===== config.mk =====
export PLATFORM = sky130hd
export DESIGN_NAME = key_event_flat
export DESIGN_NICKNAME = d
export VERILOG_FILES = /design/src/rtl/key_event_pkg.sv /design/src/rtl/key_event_if.sv /design/src/rtl/key_event_tick_counter.sv /design/src/rtl/key_event.sv /design/src/flat_wrapper.sv
export SDC_FILE = /design/constraint.sdc
export NUM_CORES = 1
export LEC_CHECK = 0
export CAP_MARGIN = 20
export CORE_MARGIN = 5
export CORE_UTILIZATION = 50
export DETAILED_ROUTE_END_ITERATION = 6
export PLACE_DENSITY = 0.72
export SYNTH_ARGS = -nofsm -noshare
export SYNTH_HDL_FRONTEND = slang
export SYNTH_HIERARCHICAL = 1
export SYNTH_SLANG_ARGS = --single-unit

===== constraint.sdc =====
create_clock -name clk -period 2.7 [get_ports clk]
set_input_delay 0.405 -clock clk [delete_from_list [all_inputs] [get_ports clk]]
set_output_delay 0.405 -clock clk [all_outputs]
set_load 0.03 [all_outputs]

===== src/rtl/key_event_pkg.sv =====
// Shared types and constants for the key event block.
package key_event_pkg;

    typedef enum logic [1:0] {
        ST_IDLE   = 2'd0,
        ST_HOLD   = 2'd1,
        ST_REPEAT = 2'd2
    } state_t;

    localparam int REPEAT_CNT_W = 8;
    localparam logic [REPEAT_CNT_W-1:0] REPEAT_CNT_MAX = '1;

    // Repeat counter sticks at its maximum instead of wrapping.
    function automatic logic [REPEAT_CNT_W-1:0] sat_inc(input logic [REPEAT_CNT_W-1:0] v);
        return (v == REPEAT_CNT_MAX) ? v : v + REPEAT_CNT_W'(1);
    endfunction

endpackage


===== src/rtl/key_event_if.sv =====
// Debounced-key in, event pulses out; master is the debouncer side.
interface key_event_if;
    import key_event_pkg::*;

    logic                    tick;
    logic                    key_level;
    logic                    press_pulse;
    logic                    release_pulse;
    logic                    repeat_pulse;
    logic                    held;
    logic [REPEAT_CNT_W-1:0] repeat_cnt;

    modport master (
        output tick, key_level,
        input  press_pulse, release_pulse, repeat_pulse, held, repeat_cnt
    );

    modport slave (
        input  tick, key_level,
        output press_pulse, release_pulse, repeat_pulse, held, repeat_cnt
    );

endinterface


===== src/rtl/key_event_tick_counter.sv =====
// Tick-enabled counter that wraps to zero on reaching a selectable terminal value.
module tick_counter #(
    parameter int CNT_W = 10
) (
    input  logic             clk,
    input  logic             reset,
    input  logic             clr,
    input  logic             en,
    input  logic [CNT_W-1:0] term,
    output logic             hit
);

    logic [CNT_W-1:0] cnt;
    logic             at_term;

    assign at_term = (cnt == term);
    // hit marks the tick that completes the interval; clear masks it.
    assign hit     = en & at_term & ~clr;

    always_ff @(posedge clk or posedge reset) begin
        if (reset)
            cnt <= '0;
        else if (clr)
            cnt <= '0;
        else if (en)
            cnt <= at_term ? '0 : cnt + CNT_W'(1);
    end

endmodule


===== src/rtl/key_event.sv =====
// Turns a debounced key level into press/release pulses plus typematic repeat.
module key_event
    import key_event_pkg::*;
#(
    parameter int CNT_W       = 10,
    parameter int DELAY_TICKS = 500,
    parameter int RATE_TICKS  = 100
) (
    input logic        clk,
    input logic        reset,
    key_event_if.slave kif
);

    localparam logic [CNT_W-1:0] DLY_TERM  = CNT_W'(DELAY_TICKS - 1);
    localparam logic [CNT_W-1:0] RATE_TERM = CNT_W'(RATE_TICKS - 1);

    state_t           state;
    logic             key_q;
    logic             rise;
    logic             cnt_clr;
    logic             cnt_en;
    logic             cnt_hit;
    logic [CNT_W-1:0] term;

    assign rise    = kif.key_level & ~key_q;
    // Counter is held at zero while idle, so a press always starts a fresh interval.
    assign cnt_clr = (state == ST_IDLE);
    assign cnt_en  = kif.tick & kif.key_level;
    assign term    = (state == ST_HOLD) ? DLY_TERM : RATE_TERM;

    tick_counter #(.CNT_W(CNT_W)) u_tick_counter (
        .clk   (clk),
        .reset (reset),
        .clr   (cnt_clr),
        .en    (cnt_en),
        .term  (term),
        .hit   (cnt_hit)
    );

    always_ff @(posedge clk or posedge reset) begin
        if (reset) begin
            state             <= ST_IDLE;
            key_q             <= 1'b0;
            kif.press_pulse   <= 1'b0;
            kif.release_pulse <= 1'b0;
            kif.repeat_pulse  <= 1'b0;
            kif.held          <= 1'b0;
            kif.repeat_cnt    <= '0;
        end else begin
            key_q             <= kif.key_level;
            kif.press_pulse   <= 1'b0;
            kif.release_pulse <= 1'b0;
            kif.repeat_pulse  <= 1'b0;
            case (state)
                ST_IDLE: begin
                    if (rise) begin
                        kif.press_pulse <= 1'b1;
                        kif.repeat_cnt  <= '0;
                        kif.held        <= 1'b1;
                        state           <= ST_HOLD;
                    end
                end
                ST_HOLD, ST_REPEAT: begin
                    // Release outranks a coincident terminal tick.
                    if (!kif.key_level) begin
                        kif.release_pulse <= 1'b1;
                        kif.held          <= 1'b0;
                        state             <= ST_IDLE;
                    end else if (cnt_hit) begin
                        kif.repeat_pulse <= 1'b1;
                        kif.repeat_cnt   <= sat_inc(kif.repeat_cnt);
                        state            <= ST_REPEAT;
                    end
                end
                default: begin
                    kif.held <= 1'b0;
                    state    <= ST_IDLE;
                end
            endcase
        end
    end

endmodule

===== src/flat_wrapper.sv =====
// flat-port wrapper written by rule: the top's interface ports become plain ports
module key_event_flat import key_event_pkg::*;
#(
    parameter int CNT_W       = 10,
    parameter int DELAY_TICKS = 500,
    parameter int RATE_TICKS  = 100
)
  (clk, reset, kif_tick, kif_key_level, kif_press_pulse, kif_release_pulse, kif_repeat_pulse, kif_held, kif_repeat_cnt);
  key_event_if kif_i ();
  input logic clk;
  input logic reset;
  input wire logic [$bits(kif_i.tick)-1:0] kif_tick;
  input wire logic [$bits(kif_i.key_level)-1:0] kif_key_level;
  output wire logic [$bits(kif_i.press_pulse)-1:0] kif_press_pulse;
  output wire logic [$bits(kif_i.release_pulse)-1:0] kif_release_pulse;
  output wire logic [$bits(kif_i.repeat_pulse)-1:0] kif_repeat_pulse;
  output wire logic [$bits(kif_i.held)-1:0] kif_held;
  output wire logic [$bits(kif_i.repeat_cnt)-1:0] kif_repeat_cnt;
  assign kif_i.tick = kif_tick;
  assign kif_i.key_level = kif_key_level;
  assign kif_press_pulse = kif_i.press_pulse;
  assign kif_release_pulse = kif_i.release_pulse;
  assign kif_repeat_pulse = kif_i.repeat_pulse;
  assign kif_held = kif_i.held;
  assign kif_repeat_cnt = kif_i.repeat_cnt;
  key_event #(.CNT_W(CNT_W), .DELAY_TICKS(DELAY_TICKS), .RATE_TICKS(RATE_TICKS)) u_core (.clk(clk), .reset(reset), .kif(kif_i));
endmodule

# --- Word-level counts from Yosys, hierarchy flattened ---
# Cells that the tools add are included.
totals:
  wordCells: 56
  inputBits: 4
  register_bits: 25
  out_inout_bits: 12
op_classes:
  add_sub_neg: 2
  eq_ne: 10
  n_reduce_logical: 7
  n_bitwise: 6
  n_mux: 23
op_table:
  columns: ["op", "count"]
  rows:
  - ["$mux W8", 4]
  - ["$mux W10", 3]
  - ["$pmux W8 S2", 1]
  - ["$add A10 B1 Y10 const B", 1]
  - ["$eq A10 B10 Y1", 1]
  - ["$mux W1", 9]
  - ["$mux W9", 1]
  - ["$add A8 B1 Y8 const B", 1]
  - ["$eq A8 B8 Y1 const B", 1]
  - ["$mux W2", 3]
  - ["$ne A2 B2 Y1 const B", 3]
  - ["$reduce_and A5 Y1", 1]
  - ["$and A1 B1 Y1", 4]
  - ["$ne A2 B1 Y1 const B", 2]
  - ["$pmux W2 S2", 1]
  - ["$reduce_and A2 Y1", 2]
  - ["$reduce_bool A2 Y1", 2]
  - ["$ne A3 B2 Y1 const B", 1]
  - ["$eq A2 B1 Y1 const B", 1]
  - ["$eq A2 B2 Y1 const B", 1]
  - ["$logic_not A2 Y1", 1]
  - ["$not A1 Y1", 2]
  - ["$pmux W1 S2", 1]
  - ["$reduce_or A2 Y1", 1]

# --- Depth between registers and ports, before layout ---
logic_depth:
  ltp_word: 8
  depth_mapped: 11
  depth_no_buf: 10

# --- Hierarchy ---
# Netlist, hierarchy kept.
by_module_without_submodules:
  columns: ["mod", "n_inst", "cells_each", "area_per_inst_um2", "seq_area_each_um2"]
  rows:
  - ["key_event", 1, 83, 778.2, 375.4]
  - ["tick_counter", 1, 69, 664.4, 250.2]

# --- Worst setup path before layout ---
# OpenSTA, ideal clock, no wires.
synth_timing:
  path_kind: "register -> register"
  startpoint: "register u_core.state[0]"
  endpoint: "register u_core.kif.repeat_cnt[4]"
  t_required_ps: 2576
  slack_ps: 259
  path_stages_with_launch: 10
  arrival_ps: 2317
  setup_time_ps: 124
  n_path_buf: 0
  cell_sequence: "dfrtp_1 ha_1 xnor2_1 nand4_2 nor3_1 nor3b_1 and3_2 nand4_1 a211o_1 a211o_1"
synth_via:
  elab_chain_len: 7
  elab_cells_between_ends: 16
  classes_between: "eq/ne (7); mux (2); bitwise (3); reduce/logical (4)"
synth_lines:
  columns: ["element", "line", "source"]
  rows:
  - ["from (decl)", "key_event.sv:17", "state_t state;"]
  - ["from (signal assigned)", "key_event.sv:42", "state <= ST_IDLE;"]
  - ["from (signal assigned)", "key_event.sv:60", "state <= ST_HOLD;"]
  - ["from (signal assigned)", "key_event.sv:68", "state <= ST_IDLE;"]
  - ["$eq A2 B1 Y1", "key_event.sv:29", "assign term = (state == ST_HOLD) ? DLY_TERM : RATE_TERM;"]
  - ["$mux W9", "key_event.sv:29", null]
  - ["net u_core.term[4]", "key_event.sv:23", "logic [CNT_W-1:0] term;"]
  - ["$eq A10 B10 Y1", "key_event_tick_counter.sv:16", "assign at_term = (cnt == term);"]
  - ["$and A1 B1 Y1 (2 in a row)", "key_event_tick_counter.sv:18", "assign hit = en & at_term & ~clr;"]
  - ["net u_core.cnt_hit", "key_event.sv:22", "logic cnt_hit;"]
  - ["$ne A2 B1 Y1 (no source line)", null, null]
  - ["$reduce_and A5 Y1 (no source line)", null, null]
  - ["to (signal assigned)", "key_event.sv:71", "kif.repeat_cnt <= sat_inc(kif.repeat_cnt);"]
  - ["to (decl)", "key_event_if.sv:20", "output press_pulse, release_pulse, repeat_pulse, held, repeat_cnt"]
# The timed path passes the listed nets, and every way through them passes these cells.
# A chain may end at the register's enable or synchronous reset.

# --- Worst setup path in the final report ---
layout_timing:
  startpoint: "register u_core.state[1]"
  endpoint: "register u_core.kif.repeat_cnt[4]"
# Same word-level chain as after synthesis.

==> metrics.md <==
| Metric | Value |
|---|---|
| Iteration-0 DRC Markers | `83` |
| Clock latency on the worst-skew pair | `310 ps` |
| Crit path kind | `register to register` |
| Period utilisation layout | `around nine tenths` |
| Vias in the first global route | `1090` |
| Maximum VDD drop | `0.577 mV` |
| Vias per std cell | `5.82` |
| Sequential-to-total area share from yosys stat | `43.4%` |
| Antenna diodes | `0` |
| Worst-path clk slew | `140 ps` |
| Grt total ovfl | `0` |
| Vias | `1199` |
| CTS max path bufs | `2` |
| Setup Fix Bufs, Post-CTS | `0` |
| Post-synth EDFFs | `0` |
| PnR worst setup slack | `223 ps` |
| Reg-to-reg endpoint | `u_core/kif.repeat_cnt[4]` |
| DRC | `0` |
| Critical path origin | `u_core/state[1]` |
| Final ANT Viol Nets | `0` |
| Initial antenna violation count | `0` |
| Routed wire length | `2.85 mm` |
| Critical path required time | `approximately 3000 ps` |
| Lkg Pwr | `0.000697 uW` |
| Post-synth top flop | `dfrtp_1` |
| NumNets Final | `184` |
| Async set-reset flop share out of synthesis | `100%` |
| Slew Limit Fails | `0` |
| Placed insts | `202` |
| Setup TNS | `0 ps` |
| R2R cell count | `10` |
| Final Skew | `6.45 ps` |
| Outcome | `finished clean` |
| Pre-CTS WS | `109 ps` |
| Delay-heaviest family, CP | `simple AND/OR/NAND/NOR gates` |
| Pwr/cell area | `560 nW/um^2` |
| Reg-to-Reg Start | `u_core/state[1]` |
| Worst-path maximum fanout | `4` |
| Post-DP HPWL | `2.06 mm` |
| Tightest Pin Transition | `583 ps` |
| Area Overhead vs Synth | `16.7%` |
| Crit path capture type | `register` |
| MaxCap Viol Count | `0` |
| Die width | `63.7 um` |
| Hold_ws | `390 ps` |
| Critical Path AT | `2700 ps` |
| Syn Area/Cell | `9.49 um^2` |
| CTS H-Tree Depth | `1` |
| CTS Sinks | `25` |
| Worst setup path endpoint | `u_core/kif.repeat_cnt[4]` |
| CP Buf/Inv Count | `1` |
| Final Critical Period | `2480 ps` |
| Placer Congestion | `0.819` |
| Pre-Repair DR Iteration Count | `4` |
| Total CTS buffers | `3` |
| Distinct cells, synth | `38` |
| RSZ-0062 raised after global routing | `no` |
| Layout cells sized above 1 | `under 10%` |
| Cell mode on critical path | `a211o_1` |
| Final count of hold timing violations | `0` |
| First-pass GRT wire length | `5.10 mm` |
| Yosys warns | `6` |
| Core area | `2760 um^2` |
| Non-filler cells, final | `about 210` |
| Effective utilization at floorplan | `between 50% and 60%` |
| Cells after Synth | `152` |
| CTS tree | `built` |
| Root buffer cell | `clkbuf_4` |
| Crit-path cells | `inv_1 -> ha_2 -> xnor2_1 -> nand4_2 -> nor3_2 -> nor3b_2 -> and3_2 -> nand4_1 -> a211o_1 -> a211o_1` |
| HP Class | `primary input to async pin` |
| Max stage delay on crit path | `380 ps` |
| PostCTS Resize Cnt | `0` |
| Boundary Pins | `16` |
| Slew margin rel. | `61.1%` |
| Cell Rows | `19` |
| Number of setup violations in the final report | `0` |
| Wirelength per Cell | `roughly 14 um` |
| FF-to-FF setup slack | `220 ps` |
| Die height | `63.7 um` |
| Pin count of the biggest net entering global routing | `20` |
| Fin util | `~61%` |
| Quantity of hold-fixing buffers added after cts | `0` |
| Fmax | `between 0.4 and 0.5 GHz` |
| Number of synthesized register bits | `25` |
| Total track usage | `~15%` |
| Stages on worst setup path | `10` |
| Die ar. | `around 4100 um^2` |
| Buffers on Ports | `15` |
| Worst path slowest cell | `dfrtp_1` |
| Cell Area, Synth | `roughly 1400 um^2` |
| CP Launch Type | `register` |
| Number of fill cells in the layout | `246` |
==> registers in the layout, summed over array words and instances, names as in the netlist <==
name / flops
u_core/kif.press_pulse: 1
u_core/u_tick_counter/cnt: 10
u_core/kif.repeat_pulse: 1
u_core/kif.release_pulse: 1
u_core/kif.repeat_cnt: 8
u_core/key_q: 1
u_core/state: 2
u_core/kif.held: 1
==> report_power, final <==
part	internal, uW	leakage, uW	switching, uW
Combinational	139	0.000338	220
Clock	55.4	0.0000177	110
Sequential	400	0.000341	17.7
Total	594	0.000697	347
==> layout make-up <==
type                            count  area [um^2]  area share [%]
Clock buffer                        3         22.5            1.34
Clock inverter                      1         5.00           0.297
Inverter                            8         30.0            1.78
Multi-Input combinational cell    119          781            46.4
Sequential cell                    25          626            37.2
Tap cell                           31         38.8            2.30
Timing Repair Buffer               19          180            10.7
==> through the flow <==
step	total power [uW]	cell area (um^2)
after floorplan	685	1460
after global placement	773	1640
after detailed placement	777	1640
after CTS	946	1670
after global routing	1010	1680
final	942	1680
==> layer usage <==
layer	vias up	share of wire [%]	global-route usage [%]	wire (um)
met5	-	0	0	0
met4	0	0.70	3.12	20
met3	2	7.1	4.09	202
met2	50	44	22.1	1240
met1	557	49	22.9	1380
li1	590	-	-	-
==> cell usage in the layout, fill, tap and decap left out, types with 2 or more instances in the layout <==
master	n
dfrtp_1	25
clkdlybuf4s50_1	15
xnor2_1	12
nand2_1	11
a31oi_1	10
nor2_1	9
nand4_1	8
inv_1	8
o21ai_0	8
conb_1	7
nor3_1	6
nand3_1	5
buf_4	4
clkbuf_4	3
nand2b_1	3
and2_1	3
and3_1	3
ha_1	3
xor2_1	3
nor2b_1	2
a211o_1	2
o21ai_1	2
or3_1	2
a21oi_1	2
nor4_1	2
==> logic make-up (layout without fill, tap and decap cells) <==
| kind of cell | after synthesis | in the layout | synth area share (%) |
|---|---|---|---|
| buffers and inverters | 13 | 31 | 4.68 |
| AO/OA/AOI/OAI | 33 | 33 | 15.6 |
| flip-flops | 25 | 25 | 43.4 |
| other | 2 | 7 | 0.521 |
| XOR/XNOR | 15 | 15 | 9.11 |
| AND/OR/NAND/NOR | 60 | 60 | 23.2 |
| adder cells (fa/ha/maj) | 4 | 4 | 3.47 |
==> cell usage after synthesis, types with 2 or more instances <==
| library cell | instances | area share, % |
|---|---|---|
| dfrtp_1 | 25 | 43 |
| xnor2_1 | 12 | 7.3 |
| nand2_1 | 11 | 2.9 |
| a31oi_1 | 10 | 4.3 |
| nor2_1 | 9 | 2.3 |
| inv_1 | 8 | 2.1 |
| nand4_1 | 8 | 3.5 |
| o21ai_0 | 8 | 2.8 |
| nor3_1 | 7 | 2.4 |
| nand3_1 | 5 | 1.7 |
| ha_1 | 4 | 3.5 |
| and2_1 | 3 | 1.3 |
| and3_1 | 3 | 1.3 |
| nand2b_1 | 3 | 1.3 |
| xor2_1 | 3 | 1.8 |
| a211o_1 | 2 | 1.2 |
| a21oi_1 | 2 | 0.69 |
| buf_6 | 2 | 1.6 |
| clkbuf_1 | 2 | 0.52 |
| conb_1 | 2 | 0.52 |
| nor2b_1 | 2 | 0.87 |
| nor3b_1 | 2 | 1.0 |
| nor4_1 | 2 | 0.87 |
| o21ai_1 | 2 | 0.69 |
| or3_1 | 2 | 0.87 |
==> worst min path at each step <==
stage / from / cells past startpoint / endpoint
floorplan: reset / 1 / u_core/u_tick_counter/cnt[0]
global placement: u_core/kif.repeat_cnt[6] / 1 / u_core/kif.repeat_cnt[6]
detailed placement: u_core/kif.held / 2 / u_core/kif.held
CTS: reset / 2 / u_core/u_tick_counter/cnt[9]
global route: reset / 2 / u_core/u_tick_counter/cnt[9]
finish: reset / 2 / u_core/u_tick_counter/cnt[1]
Power figures use the tool's default switching activity.
